### src/rtl/binomial_pkg.sv
//------------------------------------------------------------------------------
// binomial_pkg : sample/frame types shared by the loader and binomial_transform.
// Revision 1.0
//------------------------------------------------------------------------------
`default_nettype none

package binomial_pkg;

    localparam int SAMPLE_W  = 16;
    localparam int N_SAMPLES = 10;
    localparam int IDX_W     = $clog2(N_SAMPLES + 1);

    typedef logic [SAMPLE_W-1:0]           sample_t;
    typedef logic [SAMPLE_W*N_SAMPLES-1:0] frame_t;
    typedef logic [IDX_W-1:0]              idx_t;

endpackage

`default_nettype wire

### src/rtl/loader_bank.sv
//------------------------------------------------------------------------------
// loader_bank : one N_SAMPLES x SAMPLE_W frame buffer with a packed read port.
// Revision 1.0
//------------------------------------------------------------------------------
`default_nettype none

module loader_bank
    import binomial_pkg::*;
(
    input  logic    clk,
    input  logic    rst,
    input  logic    we,
    input  idx_t    widx,
    input  sample_t wdata,
    output frame_t  rdata
);

    sample_t mem_q [N_SAMPLES];

    always_ff @(posedge clk) begin
        if (rst) begin
            for (int i = 0; i < N_SAMPLES; i++) begin
                mem_q[i] <= '0;
            end
        end else if (we) begin
            mem_q[widx] <= wdata;
        end
    end

    for (genvar j = 0; j < N_SAMPLES; j++) begin : g_pack
        assign rdata[SAMPLE_W*j +: SAMPLE_W] = mem_q[j];
    end

endmodule

`default_nettype wire

### src/rtl/binomial_sample_loader.sv
//------------------------------------------------------------------------------
// binomial_sample_loader : ping-pong frame assembler feeding binomial_transform.
// Optional LOADER_FRAME_CNT_EN adds a 16-bit delivered-frame counter port.
// Revision 1.0
//------------------------------------------------------------------------------
`default_nettype none

module binomial_sample_loader
    import binomial_pkg::*;
(
    input  logic    clk,
    input  logic    rst,
    input  logic    flush,
    input  logic    in_valid,
    output logic    in_ready,
    input  sample_t in_data,
    output logic    out_valid,
    input  logic    out_ready,
    output frame_t  out_frame,
    output idx_t    fill_level
`ifdef LOADER_FRAME_CNT_EN
    ,
    output logic [15:0] frame_cnt
`endif
);

    logic [1:0] full_q, full_d;
    logic       wr_bank_q, wr_bank_d;
    logic       rd_bank_q, rd_bank_d;
    idx_t       idx_q, idx_d;

    logic       w_accept;
    logic       w_drain;
    logic       w_last;
    logic [1:0] w_bank_we;
    frame_t     w_bank_rd [2];

    always_comb begin
        in_ready  = !full_q[wr_bank_q] && !flush;
        out_valid = full_q[rd_bank_q];
        w_accept  = in_valid && in_ready;
        w_drain   = out_valid && out_ready;
        w_last    = (idx_q == idx_t'(N_SAMPLES - 1));
    end

    // An accept needs a free write bank and a drain needs a full read bank,
    // so when both fire in one cycle they always touch different banks.
    always_comb begin
        full_d    = full_q;
        wr_bank_d = wr_bank_q;
        rd_bank_d = rd_bank_q;
        idx_d     = idx_q;

        if (w_drain) begin
            full_d[rd_bank_q] = 1'b0;
            rd_bank_d         = !rd_bank_q;
        end

        if (flush) begin
            idx_d = '0;
        end else if (w_accept) begin
            if (w_last) begin
                full_d[wr_bank_q] = 1'b1;
                wr_bank_d         = !wr_bank_q;
                idx_d             = '0;
            end else begin
                idx_d = idx_q + idx_t'(1);
            end
        end
    end

    always_ff @(posedge clk) begin
        if (rst) begin
            full_q    <= '0;
            wr_bank_q <= 1'b0;
            rd_bank_q <= 1'b0;
            idx_q     <= '0;
        end else begin
            full_q    <= full_d;
            wr_bank_q <= wr_bank_d;
            rd_bank_q <= rd_bank_d;
            idx_q     <= idx_d;
        end
    end

    for (genvar b = 0; b < 2; b++) begin : g_bank
        assign w_bank_we[b] = w_accept && (wr_bank_q == 1'(b));

        loader_bank u_bank (
            .clk   (clk),
            .rst   (rst),
            .we    (w_bank_we[b]),
            .widx  (idx_q),
            .wdata (in_data),
            .rdata (w_bank_rd[b])
        );
    end

    assign out_frame  = w_bank_rd[rd_bank_q];
    assign fill_level = idx_q;

`ifdef LOADER_FRAME_CNT_EN
    logic [15:0] frame_cnt_q;

    always_ff @(posedge clk) begin
        if (rst) begin
            frame_cnt_q <= '0;
        end else if (w_drain) begin
            frame_cnt_q <= frame_cnt_q + 16'd1;
        end
    end

    assign frame_cnt = frame_cnt_q;
`endif

endmodule

`default_nettype wire

### config.mk
export PLATFORM = sky130hd
export DESIGN_NAME = binomial_sample_loader
export DESIGN_NICKNAME = d
export VERILOG_FILES = /design/src/rtl/binomial_pkg.sv /design/src/rtl/loader_bank.sv /design/src/rtl/binomial_sample_loader.sv
export SDC_FILE = /design/constraint.sdc
export NUM_CORES = 1
export LEC_CHECK = 0
export ABC_AREA = 0
export CAP_MARGIN = 20
export CORE_UTILIZATION = 30
export CTS_CLUSTER_DIAMETER = 50
export CTS_CLUSTER_SIZE = 16
export DETAILED_ROUTE_END_ITERATION = 10
export MAX_ROUTING_LAYER = met4
export SYNTH_ARGS = -nofsm -noshare
export SYNTH_HDL_FRONTEND = slang
export SYNTH_SLANG_ARGS = --single-unit
### constraint.sdc
create_clock -name clk -period 4.41 [get_ports clk]
set_input_delay 0.441 -clock clk [delete_from_list [all_inputs] [get_ports clk]]
set_output_delay 0.441 -clock clk [all_outputs]
set_load 0.05 [all_outputs]
**Word-level counts from Yosys, hierarchy flattened**

Memories as Yosys holds them, arrays and structs flattened.
Cells that the tools add are included.

- Add/subtract/negate cells: 1
- Multiplexer cells: 30
- $lt $le $gt $ge: 5
- Reductions and logical operators: 15
- Bitwise operators: 6
- Equal/unequal tests: 1

Operator list:

| cell | number |
|---|---|
| 160-bit 2-to-1 mux | 3 |
| 16-bit 2-to-1 mux | 2 |
| 16-bit OR reduction | 2 |
| 1-bit 2-to-1 mux | 16 |
| 4-bit 2-to-1 mux | 3 |
| 2-bit 2-to-1 mux | 4 |
| 1-bit logical AND | 7 |
| 4-bit by 1-bit adder with 4-bit output, second input constant | 1 |
| 4-bit == test, second input constant | 1 |
| 1-bit zero test | 4 |
| 1-bit by 2-bit < comparator with 1-bit output, second input constant | 2 |
| 3-bit AND reduction | 1 |
| 2-bit AND | 1 |
| 1-bit demux with 1-bit select | 2 |
| 1-bit >= comparator, second input constant | 2 |
| 2-bit >= comparator, second input constant | 1 |
| 1-bit NOT | 2 |
| 1-bit NOT with 2-bit output | 1 |
| 2-bit NOT | 1 |
| 2-bit OR | 1 |
| 2-bit OR reduction | 1 |

- Input port bits: 21
- Memories kept: 2
- RAM bits: 320
- Word-level logic and storage cells: 64
- Output and inout port bits: 166
- Flip-flop bits (word level): 8

Memory list:

| name | depth | width | rd ports | clocked after memory_dff | write ports | RTL line | text |
|---|---|---|---|---|---|---|---|
| g_bank[0].u_bank.mem_q | 10 | 16 | 10 | 0 | 10 | loader_bank.sv:18 | `sample_t mem_q [N_SAMPLES];` |
| g_bank[1].u_bank.mem_q | 10 | 16 | 10 | 0 | 10 | loader_bank.sv:18 |  |

**Logic depth before layout (Yosys ltp)**

- Depth after elaboration: 11
- Mapped depth: 7
- Depth with buffers taken out: 3

**By module**

Synthesis repeated with hierarchy kept, for this count alone.

- Cells, all modules: 1016
- Area total of the unflattened synthesis: 14620.3 sq um

By module, submodules not included:

| module | area an instance (sq um) | sequential area each (sq um) | cells an instance | times used |
|---|---|---|---|---|
| loader_bank | 6148.4 | 4804.6 | 395 | 2 |
| binomial_sample_loader | 2323.5 | 160.2 | 226 | 1 |

**Worst setup path before layout**

Ideal clock, no wire load.

- Kind: flip-flop to flip-flop
- From: register idx_q[0] (netlist: fill_level[0])
- To: memory g_bank[0].u_bank.mem_q[1][0] (netlist name) (enable)
- Cell stages (with the launch flop): 3
- Arrival time: 3.082 ns
- Library setup time: 0.435 ns
- Path slack: 0.893 ns
- Period minus slack after synthesis: 3.517 ns
- Path buffers: 0
- Required time: 3.975 ns
- Path through: dfxtp_1 -> or4b_1 -> o41ai_1

RTL lines:

| item | RTL line | text |
|---|---|---|
| from (decl) | binomial_sample_loader.sv:30 | `idx_t idx_q, idx_d;` |
| from (signal assigned) | binomial_sample_loader.sv:82 | `idx_q <= idx_d;` |
| to (decl) | loader_bank.sv:18 |  |

**Final worst setup path**

- From: register rd_bank_q
- To: output port out_frame[94]

- Longest elaborated chain between the ends: 4

Ends and longest elaborated chain:

| item | RTL line | text |
|---|---|---|
| from (decl) | binomial_sample_loader.sv:29 | `logic rd_bank_q, rd_bank_d;` |
| from (signal assigned) | binomial_sample_loader.sv:81 | `rd_bank_q <= rd_bank_d;` |
| 1-bit NOT with 2-bit output (implied by the code) | binomial_sample_loader.sv:99 | `assign out_frame = w_bank_rd[rd_bank_q];` |
| 160-bit 2-to-1 mux (implied by the code) (3 in series) | binomial_sample_loader.sv:99 |  |
| to (decl) | binomial_sample_loader.sv:19 | `output frame_t out_frame,` |

No other way between the ends. The select of a mux whose other input is x is not followed.

==> impl_summary.md <==
Global routing
The via count of the first global-routing pass came to 8605. Summed over all layers, the global routing overflow is 0. Across every metal layer, demand over resource in global routing totals 0.161.

The number of antenna violations at the first check in global routing is 1. The wire length of the first global-routing pass is 56300 µm. Entering global routing, the biggest net connects 98 pins.

Floorplanning
The die footprint is 0.0496 mm². The initial utilization of the core area, before any placement, comes to 0.305. The floorplan has 80 rows.

The die boundary width is approximately 220 µm. From bottom edge to top edge, the die measures 223 µm. The number of placed I/O pins is ~190. The area of the core is 0.0479 mm².

Critical path
For the worst setup path, the data arrival time is 2580 ps. The largest fanout on the critical path is 97. The element type at the critical path end is a primary output. The startpoint of the lowest-slack register-to-register path is fill_level[1]. The critical path launch point type is a flop. STA puts the critical path data required time at 3970 ps. The setup check on the worst reg-to-reg path leaves a slack of 1680 ps. Measured in cells, the most critical reg-to-reg path has a length of 2. The cell type of the slowest stage on the worst timing path is clkdlybuf4s50_1. The end of the worst register-to-register path is g_bank[0].u_bank.mem_q[2][7].

Walking the worst path, the cells encountered are buf_12, mux2_2, clkdlybuf4s50_1. The critical path start-end classification is flop to primary output. In this design, the stage delay of the slowest critical-path cell is 720 ps.

Final layout
The combined area of the multi-input logic cells is 0.00450 mm². The number of fillers in the final layout is 4502. In the final design database the tool counted 1205 nets. The post-synthesis to final-layout area growth is 25.9%.

The number of standard cells in the final layout excluding fillers is 1824. The share of final-layout standard cells stronger than drive strength 1 is 0.220. The sequential cell area in the final layout is 0.00977 mm².

Place
The routability congestion estimate from global placement is 0.791. The number of buffers added on ports is 186. The detailed placer's ending HPWL is approximately 25000 µm.

Including well taps, the total number of placed cells is about 1800.

Clocking
Buffers inserted to repair hold after CTS numbered 0. The cell sitting at the root of the clock tree is a clkbuf_16. The clock tree synthesis step divided the H-tree into 2 levels. The source-to-sink clock delay at the later pin of the worst-skew pair is 530 ps. The TritonCTS buffer count is 35.

The sink count of the clock tree is 328. The maximum number of buffers from clock root to sink is 3. TritonCTS built the clock tree. After clock tree synthesis, the clock-pin slew on the worst setup and hold paths is 60 ps. Buffers added to address setup during post-CTS repair amount to 0. Post-CTS repair changed the size of 0 cells.

Routing
The detail route stage leaves a number of antenna-violating nets equal to 0. The first detailed-routing pass ran for 5 iterations. The number of DRC markers in iteration 0 is around 540.

Wires add up to 39300 µm. Across all layers, the routed design uses 8648 vias. The post-route DRC violation count is 0. The average vias per placed instance is 4.74. Dividing the detail-routed wire length by the instance count gives between 20 and 25 µm.

Pwr
For this design the ratio of total power to cell area is 396 mW/mm². The worst vdd rail ir drop is 0.000248 V. The power consumption is 0.00729 W. For this design the static power due to leakage is 6.62 nW.

Synthesis
The share of the Yosys chip area taken by registers is 0.668. The number of distinct standard cells referenced by the synthesized netlist is 43. The largest family of logic cells by synthesized area is simple AND/OR/NAND/NOR gates. Synthesis produced a netlist with a net count of 1036. The top flip-flop cell by instance count after synthesis is edfxtp_1. After synthesis, the share of flip-flops with an asynchronous set or reset is 0.

The number of enable flip-flop cells after synthesis is between 300 and 400. The fraction of post-synthesis cell area in the top cell type by area is 0.657. The adder and majority gate portion of the synthesized area is 0. Ranked by instance count, the synthesized netlist is headed by edfxtp_1 (320), and2_1 (224), mux2_2 (162), nor2_1 (78), clkbuf_1 (53). The cell count after synthesis came out at 1015. Ranked by total cell area, the synthesized netlist is headed by edfxtp_1 (66%), mux2_2 (12%), and2_1 (9.6%), nor2_1 (2.0%), clkbuf_1 (1.4%). During synthesis, Yosys emitted a total of 0 warnings. Of the total synthesized cell area, the portion taken by AND, OR, NAND and NOR gates is 0.168. The mux cell area share after synthesis is 0.125. After synthesis the netlist holds a flip-flop and latch count of 328. The xor/xnor share of the synthesized area is 0.

The largest total area in the synthesized netlist belongs to edfxtp_1. The fraction of the mapped netlist area in compound gates was 0.0131. The most common cell in the synthesized netlist is edfxtp_1. In this run the mean area of a mapped cell was 14.4 µm². The netlist area before placement is 0.0146 mm².

Timing
Measured against its own limit, the worst slew margin works out to 0.274. The maximum clock skew at final layout is roughly 16 ps. For the final routed database, the setup TNS stands at 0 ps.

Dividing the final minimum period by the clock period gives 0.684. For the pin with the worst max-slew slack, the measured transition is 1090 ps. Setup repair after global routing left no endpoint under its margin. The count of final max-slew check failures came to 0. The minimum clock period after layout is 3020 ps.

The final count of hold timing violations is 0. The setup violation total in the final timing report is 0. The maximum operating frequency is around 330 MHz.

Min path
The class of the tightest hold or removal check is flop to flop. The end of the worst hold path is full_q[1]. The count of cells along the worst hold path is 2.

The hold path startpoint is full_q[1].

Status
The flow ran to the end, and the final reports show no timing, DRC or antenna violations.

Run
Max-cap violations in this run came to 0.
## worst max-delay path, delay by kind of cell, from the launching register on
family / cells / cell delay (ps)
flops: 1 / 370
buf+inv: 2 / 1130
mux: 1 / 460
## metal layers
layer,up-vias,global-route usage,part of all wire
met5,-,-,0
met2,263,0.254,0.47
met1,4376,0.216,0.46
li1,3956,-,-
met4,0,0.0398,0.020
met3,53,0.0251,0.050
## cell type report
cell class,count,area share
Inverter,4,0.000816
Tap cell,615,0.0418
Clock inverter,22,0.0154
Clock buffer,39,0.0507
Timing Repair Buffer,210,0.115
Antenna cell,1,0.000136
Sequential cell,328,0.531
Multi-Input combinational cell,605,0.245
## through the flow
step	cell area [µm²]	setup WS [ps]	util	hold WS (ps)
final	18400	1390	0.384	577
after global routing	18400	1350	0.384	588
after CTS	18400	1380	0.383	556
after detailed placement	17100	1200	0.357	550
after global placement	17100	1260	0.356	539
after floorplan	14600	893	-	483
## how the worst max path moves through the flow
stage	endpoint	cells past startpoint	from
final	out_frame[94]	3	rd_bank_q
after global routing	out_frame[34]	3	rd_bank_q
after CTS	out_frame[93]	3	rd_bank_q
after detailed placement	g_bank[1].u_bank.mem_q[2][8]	4	flush
after global placement	g_bank[1].u_bank.mem_q[2][8]	4	flush
after floorplan	g_bank[0].u_bank.mem_q[1][0]	2	fill_level[0]
## state kept, by name, summed over array words and instances, names as in the netlist
register,count
g_bank.u_bank.mem_q,320
fill_level,4
full_q,2
rd_bank_q,1
wr_bank_q,1
## power breakdown
part | total (W) | leakage, nW | switching [W] | internal (W)
Combinational | 0.000619 | 2.66 | 0.000436 | 0.000183
Clock | 0.00313 | 0.594 | 0.00132 | 0.00181
Sequential | 0.00355 | 3.37 | 0.0000297 | 0.00352
Total | 0.00729 | 6.62 | 0.00178 | 0.00551
## kinds of logic (layout without fill, tap and decap cells)
family	Yosys count	after routing
AO/OA/AOI/OAI	31	31
other	0	1
buffers and inverters	82	275
AND/OR/NAND/NOR	411	411
multiplexers	163	163
flip-flops	328	328
## cells in the final DEF, fill, tap and decap left out, drive strengths merged, types with 3 or more instances in the layout
| cell type | instances |
|---|---|
| and2 | 224 |
| bufinv | 4 |
| clkbuf | 39 |
| nor3 | 10 |
| clkdlybuf4s50 | 186 |
| a21o | 6 |
| or2 | 6 |
| a21oi | 6 |
| and3 | 24 |
| nand4bb | 3 |
| o21ai | 11 |
| edfxtp | 320 |
| inv | 14 |
| dfxtp | 8 |
| mux2 | 162 |
| nor2 | 78 |
| clkinv | 6 |
| nand2 | 44 |
| nor4b | 3 |
| buf | 24 |
Note: power is estimated with default switching activity, not from simulation.
